===== config.mk =====
export PLATFORM = sky130hd
export DESIGN_NAME = memory_bus_arbiter
export DESIGN_NICKNAME = d
export VERILOG_FILES = /design/src/rtl/memory_bus_arbiter.sv
export SDC_FILE = /design/constraint.sdc
export NUM_CORES = 1
export LEC_CHECK = 0
export CELL_PAD_IN_SITES_DETAIL_PLACEMENT = 0
export CELL_PAD_IN_SITES_GLOBAL_PLACEMENT = 1
export CORE_ASPECT_RATIO = 1.4
export CORE_MARGIN = 8
export CORE_UTILIZATION = 15
export DETAILED_ROUTE_END_ITERATION = 7
export GPL_TIMING_DRIVEN = 0
export PLACE_DENSITY = 0.76
export SYNTH_ARGS = -nofsm -noshare
export SYNTH_HDL_FRONTEND = slang
export SYNTH_SLANG_ARGS = --single-unit

===== constraint.sdc =====
create_clock -name clock -period 3.3 [get_ports clock]
set_clock_uncertainty 0.05 [all_clocks]
set_input_delay 0.99 -clock clock [delete_from_list [all_inputs] [get_ports clock]]
set_output_delay 0.99 -clock clock [all_outputs]
set_load 0.02 [all_outputs]

===== src/rtl/memory_bus_arbiter.sv =====
// memory_bus_arbiter
//   Shares one memory port between two managers (m0, m1). One access is
//   outstanding at a time; the owning manager's request is forwarded
//   combinationally to memory, and the memory's completion is routed back to
//   that manager only.
//
// Handshake: a manager raises read_request or write_request together with
//   address/data/strobe and holds all of them stable until it samples its
//   matching response high on a rising clock edge. The response is a single
//   cycle wide. Memory follows the same rule on the s_* side. After every
//   completion the arbiter spends one cycle in IDLE, which absorbs the
//   memory's still-high registered response so it cannot complete the next
//   owner's access.
//
// Ports:
//   clock, reset            rising-edge clock, synchronous active-high reset
//   m{0,1}_*                manager request side (address, data, strobe,
//                           read/write request in; read data and
//                           read/write response out)
//   s_*                     memory side (forwarded request out, data and
//                           responses in)
//   timeout_pulse           one cycle high when an access is force-completed
//   grant                   one-hot current owner (01 = m0, 10 = m1)
//   debug_state             raw FSM state for observation

module memory_bus_arbiter #(
  parameter int FIXED_PRIORITY = 0,
  parameter int TIMEOUT_CYCLES = 255
) (
  input  logic        clock,
  input  logic        reset,
  input  logic [31:0] m0_rw_address,
  output logic [31:0] m0_read_data,
  input  logic        m0_read_request,
  output logic        m0_read_response,
  input  logic [31:0] m0_write_data,
  input  logic [3:0]  m0_write_strobe,
  input  logic        m0_write_request,
  output logic        m0_write_response,
  input  logic [31:0] m1_rw_address,
  output logic [31:0] m1_read_data,
  input  logic        m1_read_request,
  output logic        m1_read_response,
  input  logic [31:0] m1_write_data,
  input  logic [3:0]  m1_write_strobe,
  input  logic        m1_write_request,
  output logic        m1_write_response,
  output logic [31:0] s_rw_address,
  output logic [31:0] s_write_data,
  output logic [3:0]  s_write_strobe,
  output logic        s_read_request,
  output logic        s_write_request,
  input  logic [31:0] s_read_data,
  input  logic        s_read_response,
  input  logic        s_write_response,
  output logic        timeout_pulse,
  output logic [1:0]  grant,
  output logic [1:0]  debug_state
);

  typedef enum logic [1:0] {
    IDLE    = 2'b00,
    BUSY_M0 = 2'b01,
    BUSY_M1 = 2'b10
  } state_t;

  localparam logic [15:0] TIMEOUT_LIMIT = 16'(TIMEOUT_CYCLES);

  state_t      state;
  logic        last_grant;     // 0 = m0 granted last, 1 = m1 granted last
  logic [15:0] timeout_count;

  logic        active;
  logic        owner_m1;
  logic        own_rreq;
  logic        own_wreq;
  logic        own_pending;
  logic [31:0] own_addr;
  logic [31:0] own_wdata;
  logic [3:0]  own_strb;
  logic        completion;
  logic        timeout_hit;
  logic        rd_resp;
  logic        wr_resp;
  logic [31:0] rd_data;
  logic        m0_pending;
  logic        m1_pending;
  logic        tie_pick_m1;

  always_comb begin
    // Reset gates every output so the bus is quiet while reset is held,
    // even during the cycle before the state register returns to IDLE.
    active      = (state != IDLE) && !reset;
    owner_m1    = (state == BUSY_M1);
    own_rreq    = owner_m1 ? m1_read_request  : m0_read_request;
    own_wreq    = owner_m1 ? m1_write_request : m0_write_request;
    own_addr    = owner_m1 ? m1_rw_address    : m0_rw_address;
    own_wdata   = owner_m1 ? m1_write_data    : m0_write_data;
    own_strb    = owner_m1 ? m1_write_strobe  : m0_write_strobe;
    own_pending = own_rreq || own_wreq;

    // Completion is judged against the owner's own request lines so that it
    // does not depend on the forwarded requests, which timeout suppresses.
    completion  = active && ((own_rreq && s_read_response) ||
                             (own_wreq && s_write_response));
    timeout_hit = active && own_pending && !completion &&
                  (timeout_count == TIMEOUT_LIMIT);

    // Responses only go back for a request that is still held; a dropped
    // request never receives a late response.
    rd_resp = active && own_rreq && (s_read_response  || timeout_hit);
    wr_resp = active && own_wreq && (s_write_response || timeout_hit);
    rd_data = (active && !timeout_hit) ? s_read_data : 32'h0;

    m0_pending  = m0_read_request || m0_write_request;
    m1_pending  = m1_read_request || m1_write_request;
    tie_pick_m1 = (FIXED_PRIORITY != 0) ? 1'b0 : !last_grant;
  end

  assign s_rw_address      = active ? own_addr  : 32'h0;
  assign s_write_data      = active ? own_wdata : 32'h0;
  assign s_write_strobe    = active ? own_strb  : 4'h0;
  assign s_read_request    = active && own_rreq && !timeout_hit;
  assign s_write_request   = active && own_wreq && !timeout_hit;

  assign m0_read_response  = rd_resp && !owner_m1;
  assign m0_write_response = wr_resp && !owner_m1;
  assign m0_read_data      = owner_m1 ? 32'h0 : rd_data;
  assign m1_read_response  = rd_resp && owner_m1;
  assign m1_write_response = wr_resp && owner_m1;
  assign m1_read_data      = owner_m1 ? rd_data : 32'h0;

  assign timeout_pulse     = timeout_hit;
  assign grant             = {active && owner_m1, active && !owner_m1};
  assign debug_state       = state;

  always_ff @(posedge clock) begin
    if (reset) begin
      state         <= IDLE;
      last_grant    <= 1'b1;
      timeout_count <= 16'h0;
    end else begin
      case (state)
        IDLE: begin
          timeout_count <= 16'h0;
          if (m0_pending && m1_pending) begin
            state      <= tie_pick_m1 ? BUSY_M1 : BUSY_M0;
            last_grant <= tie_pick_m1;
          end else if (m0_pending) begin
            state      <= BUSY_M0;
            last_grant <= 1'b0;
          end else if (m1_pending) begin
            state      <= BUSY_M1;
            last_grant <= 1'b1;
          end
        end
        BUSY_M0, BUSY_M1: begin
          if (completion || timeout_hit || !own_pending) begin
            state         <= IDLE;
            timeout_count <= 16'h0;
          end else begin
            timeout_count <= timeout_count + 16'd1;
          end
        end
        default: state <= IDLE;
      endcase
    end
  end

endmodule


==> flow_summary.yaml, run 1 <==
sta:
  final-max-slew-violation-count: 0
  max_freq_mhz: 264
  fin_crit_sh_pct: 115
  grt_setup_unrepaired: "true"
  hold_viol_final: 0
  setup_violations: 77
  worst_slew_pin_slew_ns: 0.497
  slew_headroom_pct: 66.5
  fin_crit_ns: 3.79
  whs_ns: 0.456
  final.setup.worst_slack_ns: -0.486
synthesis:
  avgSynthCellArea_um2: 7.31
  syn_area_mm2: 0.00276
  synth_most_common_cell: "nor2_1"
  ys_ff_latch: 19
  synth_top_family_by_area: "simple AND/OR/NAND/NOR gates"
  synth-compound-area-share_pct: 5.58
  synth-edff-count: 0
  synth.top_cell.area_share_pct: 25.4
  synth_area_leader_cell: "mux2i_1"
  synth_area_leaders: "mux2i_1 25%, and2_1 14%, dfxtp_1 14%"
  synthArstFlopShare_pct: 0
  synthAdderAreaFrac_pct: 1.81
  synthCells: 377
  ys_types: 49
  yosys_warnings: 0
  synthMuxAreaShare_pct: 25.4
  yosys.area_share.simple_pct: 42.8
  syn_nets: 557
  synth_flop_cell: "dfxtp_1"
  synth-xor-area-share_pct: 3.18
  ys_seq_area_share_pct: 13.8
  synth_common_cells: "83 x nor2_1, 70 x mux2i_1, 63 x and2_1, 19 x dfxtp_1, 18 x nand2_1"
layout:
  num-nets-final: 908
  diodes: 0
  synthToLayoutAreaGrowth_pct: 157
  drive_above_1_share_pct: 33.8
  multi_input_area_mm2: 0.00244
  seq_area_um2: 383
  fillCellCount: 1846
critical_path:
  cp-start-kind: "input pin"
  path_class: "input pin to primary output"
  cp.required_ns: 2.26
  critPathMaxFanout: 5
  cp.arrival_ns: 2.75
  crit_path_end_kind: "primary output"
clock_tree:
  htreeDepth: 1
  clkTransAtPathRegs_ns: 0.06
  cts_root_buf: "clkbuf_16"
  cts_hold_buf: 0
  tritoncts: "yes"
  worstSkewPairLatency_ns: 0.25
  cts_made_buffers: 3
  cts_buffer_depth: 2
  numClockSinks: 19
flow_run:
  maxCapViolCount: 0
placed_design:
  portBuffers: 318
  gp_congestion: 0.766
  hpwl_mm: 15.1
  post-place-ws_ns: -1.48
drt:
  vias: 3952
  drc: 0
  drt-initial-drc-count: 209
  postRouteAntennaNets: 0
  drtPass1Iterations: 4
  wl_mm: 18.2
  via_per_inst: 4.09
  wl_per_cell_um: 18.8
status:
  violations: "negative setup slack"
  status: "finished with violations"
floorplanning:
  io_pins: 319
  die_y_um: 176
  dieWidth_um: 131
  core_area_mm2: 0.0180
  dieArea_mm2: 0.0230
  initial_core_util_pct: 15.3
  fp-row-count: 58
hold_path:
  min_path_type: "flop to flop"
global_route:
  grt_pass1_wl_mm: 25.0
  grt_max_degree: 11
  grt.busiest_layer: "met2"
  gr-usage-met3_pct: 3.14
  antenna_found_initial: 1
  grt_util_met1_pct: 14.8
  overflow: 0
  grt_pass1_vias: 4034
  use_met2_pct: 27.7
  track_usage_pct: 14.0
power:
  p_leak_nw: 3.36
  power.density_mw_per_mm2: 433
  ir_drop_mv: 0.177
[repair_timing]
item                       in CTS  in global routing
cloned                          4                  1
setup endpoints to repair     141                140
buffers inserted               21                  6
gates resized for setup       544                106
pin swaps                      12                 23
[per-stage QoR]
step | power, mW | TNS [ns] | utilization (%) | area [µm²] | instances
after detailed placement | 2.61 | -159.68 | 35.3 | 6350 | 935
after CTS | 3.06 | -49.99 | 38.2 | 6880 | 964
after global placement | 2.61 | -158.93 | 35.3 | 6350 | 935
final | 3.07 | -30.36 | 39.3 | 7080 | 967
after global routing | 3.25 | -35.94 | 39.3 | 7080 | 967
after floorplan | 1.56 | -7.52 | - | 2860 | 377
[routing by layer]
metal / vias up / part of all wire, %
li1: 1981 / -
met5: - / 0.071
met4: 2 / 1.1
met3: 16 / 9.0
met1: 1780 / 36
met2: 173 / 54
[state kept, by name, summed over array words and instances (netlist names)]
signal and cells:
timeout_count 16, debug_state 2, last_grant 1
[layout make-up]
class	count	area share (%)
tap	240	4.24
multi-input combinational	323	34.5
buffer	28	3.15
sequential	19	5.41
timing repair buffer	347	51.3
inverter	6	0.318
clock buffer	4	1.11
[critical path: stages]
cell and delay, ns:
buf_8 0.11, buf_6 0.11, or3b_4 0.40, o32ai_4 0.16
nor4b_4 0.08, buf_4 0.17, nor3_4 0.16, buf_6 0.19
buf_8 0.13, and2_4 0.14, buf_6 0.11
[cells in the final DEF, fill, tap and decap left out, drive strengths merged, types with 3 or more instances in the layout]
cell / count
nand2: 18
a31oi: 3
nand4: 9
dlymetal6s2s: 33
buf: 123
mux2i: 70
nor3: 16
a21oi: 5
ha: 4
nand3: 8
clkdlybuf4s50: 177
clkdlybuf4s15: 14
dfxtp: 19
o32ai: 3
clkbuf: 19
and2: 65
inv: 6
nor2: 84
dlygate4sd2: 13
xor2: 8
[kinds of logic (layout without fill, tap and decap cells)]
group,after synthesis,in the layout
fa+ha+maj,4,4
flops,19,19
buf+inv,35,385
compound gates,18,18
simple gates,221,221
mux,70,70
xor+xnor,10,10
[power by group]
group          total, mW  switching [mW]  internal, mW
Sequential         0.277          0.0247         0.252
Combinational       2.54            1.27          1.27
Clock              0.253          0.0890         0.164
Total               3.07            1.38          1.68
[final timing paths]
check	slack, ns	startpoint	to	cells after the start
worst max-delay path	-0.49	reset	m0_read_data[30]	11
worst min register to register	0.46	timeout_count[1]	timeout_count[1]	2
worst max register to register	0.91	debug_state[0]	timeout_count[15]	7
worst min-delay path	0.46	timeout_count[1]	timeout_count[1]	2
Power figures use the tool's default switching activity.
==> run 2, diff against run 1 <==
--- a/config.mk
+++ b/config.mk
@@ -13,6 +13,7 @@
 export DETAILED_ROUTE_END_ITERATION = 7
 export GPL_TIMING_DRIVEN = 0
 export PLACE_DENSITY = 0.76
+export SLEW_MARGIN = 25
 export SYNTH_ARGS = -nofsm -noshare
 export SYNTH_HDL_FRONTEND = slang
 export SYNTH_SLANG_ARGS = --single-unit
==> results of run 2 <==
The final DEF is identical to that of run 1; final timing and power are the same.
